<file path="src/rtl/mod_148_4_5_plca_data_tx.sv">
// PLCA Data transmit-side FSM: defers the MAC, drives COMMIT and runs the commit/pending timers.
// Optional `MOD_148_TIMER_DEBUG_EN exposes the timer done/not_done status outputs.
module mod_148_4_5_plca_data_tx #(
  parameter int unsigned COMMIT_CYCLES  = 720,
  parameter int unsigned PENDING_CYCLES = 1280,
  parameter int unsigned CNT_W          = 11
) (
  input  logic       clk,
  input  logic       reset_n,
  input  logic       plca_en,
  input  logic       tx_opportunity,
  input  logic       mac_tx_en,
  input  logic [3:0] mac_txd,
  output logic       phy_tx_en,
  output logic       phy_tx_er,
  output logic [3:0] phy_txd,
  output logic       mac_crs,
  output logic       mac_col,
  output logic       packet_pending,
`ifdef MOD_148_TIMER_DEBUG_EN
  output logic       commit_timer_done,
  output logic       commit_timer_not_done,
  output logic       pending_timer_done,
  output logic       pending_timer_not_done,
`endif
  output logic       committed
);

  typedef enum logic [2:0] {
    StNormal,
    StIdle,
    StCollide,
    StPending,
    StCommit,
    StTransmit
  } state_e;

  localparam logic [CNT_W-1:0] CommitLast  = CNT_W'(COMMIT_CYCLES - 1);
  localparam logic [CNT_W-1:0] PendingLast = CNT_W'(PENDING_CYCLES - 1);
  localparam logic [CNT_W-1:0] CntMax      = '1;
  localparam logic [3:0]       CommitSym   = 4'b0011;

  state_e           r_state, w_state_d;
  logic [CNT_W-1:0] r_commit_cnt, w_commit_cnt_d;
  logic [CNT_W-1:0] r_pending_cnt, w_pending_cnt_d;

  logic       w_tx_en_d, w_tx_er_d, w_crs_d, w_col_d, w_pending_d, w_committed_d;
  logic [3:0] w_txd_d;
  logic       w_commit_done_d, w_pending_done_d;

  // Next state first, then outputs decoded from the state being entered so every
  // output register reflects the new state on the same edge.
  always_comb begin
    w_state_d        = r_state;
    w_commit_done_d  = 1'b0;
    w_pending_done_d = 1'b0;
    if (!plca_en) begin
      w_state_d = StNormal;
    end else begin
      unique case (r_state)
        StNormal:   if (!mac_tx_en) w_state_d = StIdle;
        StIdle:     if (mac_tx_en) w_state_d = tx_opportunity ? StTransmit : StCollide;
        StCollide:  if (!mac_tx_en) w_state_d = StPending;
        StPending: begin
          if (tx_opportunity) begin
            w_state_d = StCommit;
          end else if (r_pending_cnt == PendingLast) begin
            w_state_d        = StIdle;
            w_pending_done_d = 1'b1;
          end
        end
        StCommit: begin
          if (mac_tx_en) begin
            w_state_d = StTransmit;
          end else if (r_commit_cnt == CommitLast) begin
            w_state_d       = StIdle;
            w_commit_done_d = 1'b1;
          end
        end
        StTransmit: if (!mac_tx_en) w_state_d = StIdle;
        default:    w_state_d = StIdle;
      endcase
    end
  end

  always_comb begin
    w_tx_en_d       = 1'b0;
    w_tx_er_d       = 1'b0;
    w_txd_d         = 4'b0000;
    w_crs_d         = 1'b0;
    w_col_d         = 1'b0;
    w_pending_d     = 1'b0;
    w_committed_d   = 1'b0;
    w_commit_cnt_d  = '0;
    w_pending_cnt_d = '0;
    unique case (w_state_d)
      StNormal: begin
        w_tx_en_d = mac_tx_en;
        w_txd_d   = mac_txd;
      end
      StIdle: begin
      end
      StCollide: begin
        w_crs_d = 1'b1;
        w_col_d = 1'b1;
      end
      StPending: begin
        w_pending_d = 1'b1;
        w_crs_d     = 1'b1;
        if (r_state == StPending) begin
          w_pending_cnt_d = (r_pending_cnt == CntMax) ? r_pending_cnt
                                                       : r_pending_cnt + CNT_W'(1);
        end
      end
      StCommit: begin
        w_committed_d = 1'b1;
        w_tx_er_d     = 1'b1;
        w_txd_d       = CommitSym;
        if (r_state == StCommit) begin
          w_commit_cnt_d = (r_commit_cnt == CntMax) ? r_commit_cnt
                                                     : r_commit_cnt + CNT_W'(1);
        end
      end
      StTransmit: begin
        w_tx_en_d     = mac_tx_en;
        w_txd_d       = mac_txd;
        w_crs_d       = 1'b1;
        w_committed_d = 1'b1;
      end
      default: begin
      end
    endcase
  end

  always_ff @(posedge clk or negedge reset_n) begin
    if (!reset_n) begin
      r_state        <= StIdle;
      r_commit_cnt   <= '0;
      r_pending_cnt  <= '0;
      phy_tx_en      <= 1'b0;
      phy_tx_er      <= 1'b0;
      phy_txd        <= 4'b0000;
      mac_crs        <= 1'b0;
      mac_col        <= 1'b0;
      packet_pending <= 1'b0;
      committed      <= 1'b0;
    end else begin
      r_state        <= w_state_d;
      r_commit_cnt   <= w_commit_cnt_d;
      r_pending_cnt  <= w_pending_cnt_d;
      phy_tx_en      <= w_tx_en_d;
      phy_tx_er      <= w_tx_er_d;
      phy_txd        <= w_txd_d;
      mac_crs        <= w_crs_d;
      mac_col        <= w_col_d;
      packet_pending <= w_pending_d;
      committed      <= w_committed_d;
    end
  end

`ifdef MOD_148_TIMER_DEBUG_EN
  always_ff @(posedge clk or negedge reset_n) begin
    if (!reset_n) begin
      commit_timer_done      <= 1'b0;
      commit_timer_not_done  <= 1'b0;
      pending_timer_done     <= 1'b0;
      pending_timer_not_done <= 1'b0;
    end else begin
      commit_timer_done      <= w_commit_done_d;
      commit_timer_not_done  <= (w_state_d == StCommit);
      pending_timer_done     <= w_pending_done_d;
      pending_timer_not_done <= (w_state_d == StPending);
    end
  end
`else
  logic w_unused_done;
  assign w_unused_done = w_commit_done_d ^ w_pending_done_d;
`endif

endmodule

</file>
<file path="config.mk">
export PLATFORM = sky130hd
export DESIGN_NAME = mod_148_4_5_plca_data_tx
export DESIGN_NICKNAME = d
export VERILOG_FILES = /design/src/rtl/mod_148_4_5_plca_data_tx.sv
export SDC_FILE = /design/constraint.sdc
export NUM_CORES = 1
export LEC_CHECK = 0
export ABC_AREA = 1
export BUFFER_PORTS_ARGS = -buffer_cell sky130_fd_sc_hd__clkbuf_2
export CAP_MARGIN = 20
export CORE_MARGIN = 3
export CORE_UTILIZATION = 45
export DETAILED_ROUTE_END_ITERATION = 10
export PLACE_DENSITY = 0.6
export SKIP_LAST_GASP = 1
export SLEW_MARGIN = 0
export SYNTH_ARGS = -nofsm -noshare
export SYNTH_HDL_FRONTEND = slang
export SYNTH_SLANG_ARGS = --single-unit
</file>
<file path="constraint.sdc">
create_clock -name clk -period 1.74 [get_ports clk]
set_clock_uncertainty 0.1 [all_clocks]
set_input_delay 0.087 -clock clk [delete_from_list [all_inputs] [get_ports clk]]
set_output_delay 0.087 -clock clk [all_outputs]
set_load 0.01 [all_outputs]
</file>
=== After elaboration in Yosys (flattened, before gate mapping) ===
Cells that the tools add are included.

* Multiplexer cells: 23
* Divide/modulo/power cells: 0
* Bitwise gates (word level): 0
* Add/sub/neg operators: 2
* Reduce and logical (&&, ||, !) cells: 6
* $mul: 0
* $lt $le $gt $ge: 0
* Shift operators: 0
* Equality and inequality tests: 15

{| class="wikitable"
|+ Operator list
! cell !! count
|-
| two-way mux 11 bit || 6
|-
| == test 11 bit (second input constant) || 3
|-
| two-way mux 3 bit || 9
|-
| adder 11 x 1 -> 11 bit (second input constant) || 2
|-
| one-hot mux 3 bit (5 select lines) || 1
|-
| == test 3 x 2 -> 1 bit (second input constant) || 4
|-
| == test 3 bit (second input constant) || 4
|-
| == test 11 x 10 -> 1 bit (second input constant) || 1
|-
| one-hot mux 4 bit (2 select lines) || 1
|-
| logical NOT 3 bit || 2
|-
| two-way mux 1 bit || 6
|-
| inequality test 3 bit (second input constant) || 2
|-
| OR reduction 2 bit || 3
|-
| == test 3 x 1 -> 1 bit (second input constant) || 1
|-
| OR reduction 3 bit || 1
|}

* Bits in read-only memories: 0
* Bits in latches: 0
* Flip-flop bits (word level): 35
* Output and inout bits: 10
* RAM bits: 0
* Memories kept: 0
* Input port bits: 9

=== Depth between registers and ports, before layout ===
* Depth in word-level cells: 8
* Depth in mapped cells: 12

=== Worst setup path after synthesis ===
OpenSTA, ideal clock, no wires.

* Kind: reg-to-reg
* Start point: reg r_pending_cnt[0]
* End point: reg r_pending_cnt[6]
* Arrival time: 1.394 ns
* Library setup time: 0.118 ns
* Buffers on the path: 0
* Stages on the path, launching flop included: 10
* Path slack: 0.128 ns
* Cells stage by stage: dfrtp_1 > ha_1 > nand2_2 > nor2_2 > nand2_2 > nor3_4 > inv_2 > nand4_1 > xor2_1 > nor2_1

* Word-level cells in the longest chain between the ends: 7

{| class="wikitable"
|+ RTL lines
! item !! line !! text
|-
| start, declared || 45 || <nowiki>logic [CNT_W-1:0] r_pending_cnt, w_pending_cnt_d;</nowiki>
|-
| start signal, assigned || 150 || <nowiki>r_pending_cnt <= w_pending_cnt_d;</nowiki>
|-
| == test 11 bit || 67 || <nowiki>end else if (r_pending_cnt == PendingLast) begin</nowiki>
|-
| two-way mux 3 bit || 67 ||
|-
| two-way mux 3 bit || 65 || <nowiki>if (tx_opportunity) begin</nowiki>
|-
| one-hot mux 3 bit (5 select lines) || 60 || <nowiki>unique case (r_state)</nowiki>
|-
| two-way mux 3 bit || 57 || <nowiki>if (!plca_en) begin</nowiki>
|-
| == test 3 x 2 -> 1 bit || 96 || <nowiki>unique case (w_state_d)</nowiki>
|-
| inequality test 3 bit (no source line) / two-way mux 11 bit (equally long branches) || - ||
|}

Parallel ways exist; a longest one is shown, timed or not. The select of a mux whose other input is x is not followed.
A chain may end at the register's enable or synchronous reset.

=== Worst setup path in the final report ===
* Start point: reg r_commit_cnt[1]
* End point: reg r_commit_cnt[3]

* Word-level cells in the longest chain between the ends: 7

{| class="wikitable"
|+ RTL lines
! item !! line !! text
|-
| start, declared || 44 || <nowiki>logic [CNT_W-1:0] r_commit_cnt, w_commit_cnt_d;</nowiki>
|-
| start signal, assigned || 149 || <nowiki>r_commit_cnt <= w_commit_cnt_d;</nowiki>
|-
| == test 11 x 10 -> 1 bit || 75 || <nowiki>end else if (r_commit_cnt == CommitLast) begin</nowiki>
|-
| two-way mux 3 bit || 75 ||
|-
| two-way mux 3 bit || 73 || <nowiki>if (mac_tx_en) begin</nowiki>
|-
| one-hot mux 3 bit (5 select lines) || 60 ||
|-
| two-way mux 3 bit || 57 ||
|-
| == test 3 bit || 96 ||
|-
| inequality test 3 bit (no source line) / two-way mux 11 bit (equally long branches) || - ||
|}

Parallel ways exist; a longest one is shown, timed or not. The select of a mux whose other input is x is not followed.

==> run summary <==
Max Clock Freq -> 557 MHz
Pwr Density -> 724 nW/um^2
Final setup viols -> 13
final core occ -> 59.6%
Post-synth top cells -> 38 x nand2_1, 34 x dfrtp_1, 24 x inv_1
die area -> 5050 sq um
Rows -> 23
EDFF count, synth -> 0
core area -> 4060 sq um
setup TNS -> -0.224 ns
wire per inst -> 12.3 um
H-tree lvl count -> 2
Critical Path Max Stage Delay -> 0.38 ns
outcome -> complete, but fails checks
final WL -> 3.91 mm
gpl congestion -> 0.797
Max Cap Violations -> 0
reg2reg setup slack -> -0.05 ns
largest net degree at the start of global routing -> 15
leakage -> 1.23 nW
Post-Syn Area per Cell -> 8.63 sq um
setup ws final -> -0.0547 ns
GR Util All Layers -> 16.5%
Hold Path Sink -> r_state[0]$_DFF_PN1_
CTS root buffer -> clkbuf_8
ant diodes -> 0
fin crit share -> 103%
number of CTS-inserted buffers -> 5
Worst-Margin Slew -> 0.352 ns
DRC -> 0
IO buf count -> 18
worst endpoint data arrival time -> 1.91 ns
I/O pin total -> 19
worst reg2reg path depth -> 11
antenna viol nets, final -> 0
Max-slew headroom -> 76.5%
yosys warns -> 0
leading area contributor after synthesis -> dfrtp_1
minimum clock period -> 1.79 ns
Critical Path Sink Type -> flip-flop
GRT overflow -> 0
DRT Pass-1 Iters -> 4
crit path max fanout -> 4
proportion of layout cells with a drive suffix above 1 -> 39.7%
Crit-path slowest cell -> dfrtp_1
number of global-route vias before repair -> 1379
RSZ-0062 raised after global routing -> yes
Req. time, crit path -> 1.86 ns
antenna violations before repair -> 0
failing checks -> setup timing
Sink Count -> 35
Synth cell types -> 32
CTS Buffer Depth -> 2
register area share after synthesis -> 46.0%
asr flop ratio synth -> 100%
area grow syn2layout -> 26.8%
die height -> 71.1 um
Synth Register Bits -> 35
worst path cell trace -> ha_2, nand2_4, nor2_4, nand2_2, nor2_4, nand2_2, nor2_4, nand2_4, a21oi_1, nand2_1, nor2_2
Synth Net Count -> 232
Hold Startpoint -> plca_en
CTS tree -> done
cell count after synthesis -> 221
Most common cell on crit path -> nor2_4
Initial Utilization -> 47.0%
Final Net Count -> 277
first-pass GRT wire length -> 6.51 mm
Synth area leaders -> dfrtp_1 45%, nand2_1 7.5%, nand3_1 4.7%
Pins Over Slew Limit -> 0
crit start category -> flip-flop
Clock Latency Late Sink -> 0.28 ns
ys flop type -> dfrtp_1
Iteration-0 DRC Markers -> 60
detailed placer's ending HPWL -> 2.73 mm
top-area cell type share of the netlist area -> 44.6%
Netlist Area Pre-Place -> 1910 sq um
Placement Setup Slack -> -0.0341 ns
most frequent cell after synthesis -> nand2_1
Hold Path Cell Cnt -> 3
via count -> 1554
min-delay worst type -> in -> reg
Worst Setup Path Type -> reg -> reg
die width -> 71.1 um
CTS clk-pin slew, worst paths -> 0.07 ns
Final Hold Vio Count -> 0
Peak supply drop -> 558 uV
RR Endpoint -> r_commit_cnt[3]$_DFFE_PN0P_
vias per cell -> 4.90
worst r2r src -> r_commit_cnt[1]$_DFFE_PN0P_
## cell type report
type	instances	area (sq um)
Clock buffer	7	86.3
Clock inverter	1	5.00
Fill cell	360	1640
Inverter	33	129
Multi-Input combinational cell	151	985
Sequential cell	35	877
Tap cell	50	62.6
Timing Repair Buffer	40	274
## critical path: cells and delay by family (launching register included)
kind            cells  cell delay (ns)
flops               1             0.38
fa+ha+maj           1             0.22
simple gates        9             0.83
compound gates      1             0.18
## through the flow
step | cells | cell area (sq um) | total power, mW | hold slack, ns
after detailed placement | 298 | 2130 | 1.13 | -0.0873
after global routing | 317 | 2420 | 1.83 | 0.0367
after floorplan | 221 | 1910 | 1.04 | -0.309
final | 317 | 2420 | 1.75 | 0.0373
after CTS | 312 | 2290 | 1.75 | 0.0124
after global placement | 298 | 2130 | 1.13 | -0.0933
## layer usage
metal  routed length (um)  up-vias  track usage [%]
li1                     -      797                -
met1                 1960      732             22.4
met2                 1810       23             24.7
met3                  120        2             5.26
met4                   29        0             6.26
met5                    0        -                0
## how the worst max path moves through the flow
stage,end,slack [ns],cells after the start,startpoint
5_1_grt,r_commit_cnt[3]$_DFFE_PN0P_,-0.17,11,r_commit_cnt[1]$_DFFE_PN0P_
6_report,r_commit_cnt[3]$_DFFE_PN0P_,-0.05,11,r_commit_cnt[1]$_DFFE_PN0P_
3_3_place_gp,r_commit_cnt[5]$_DFFE_PN0P_,0.03,10,r_commit_cnt[1]$_DFFE_PN0P_
4_1_cts,r_commit_cnt[5]$_DFFE_PN0P_,0.006,10,r_commit_cnt[0]$_DFFE_PN0P_
2_1_floorplan,r_pending_cnt[6]$_DFFE_PN0P_,0.13,9,r_pending_cnt[0]$_DFFE_PN0P_
3_5_place_dp,r_commit_cnt[5]$_DFFE_PN0P_,-0.03,10,r_commit_cnt[0]$_DFFE_PN0P_
## where the power goes
part / switching, mW / internal [mW]
Clock: 0.287 / 0.319
Sequential: 0.0136 / 0.850
Combinational: 0.179 / 0.101
Total: 0.480 / 1.27
## state kept, by name (all words and copies together) (netlist names), 3 cells and up
| signal | flops |
|---|---|
| phy_txd | 4 |
| r_commit_cnt | 11 |
| r_pending_cnt | 11 |
| r_state | 3 |
## cells in the final DEF (no fill, tap or decap), types with 3 or more instances in the layout
master	n
nand2_4	8
nor2_4	6
inv_1	24
clkbuf_2	18
dlygate4sd3_1	6
nand2_2	10
o21ai_0	7
dfrtp_1	34
nand2_1	32
a21oi_2	10
inv_2	7
clkbuf_8	6
a21oi_1	10
xor2_1	3
nor2_2	6
buf_4	15
nor2_1	16
nand3_1	17
nand4_1	3
## logic make-up (layout without fill, tap and decap cells)
kind of cell             count (synthesis)  after routing  synth area share [%]
AND/OR/NAND/NOR                        111            111                  32.5
XOR/XNOR                                 3              3                  1.38
AO/OA/AOI/OAI                           35             35                  11.4
flip-flops                              35             35                  46.0
adder cells (fa/ha/maj)                  2              2                  1.31
buffers and inverters                   35             81                  7.41
## repair_timing
item | CTS | global route
setup buffers | 0 | 5
pin swaps | 0 | 12
endpoints found under the setup margin | 1 | 29
resized for setup | 2 | 27
hold endpoints to repair | 39 | 0
hold buffers | 6 | 0
Note: power is estimated with default switching activity, not from simulation.
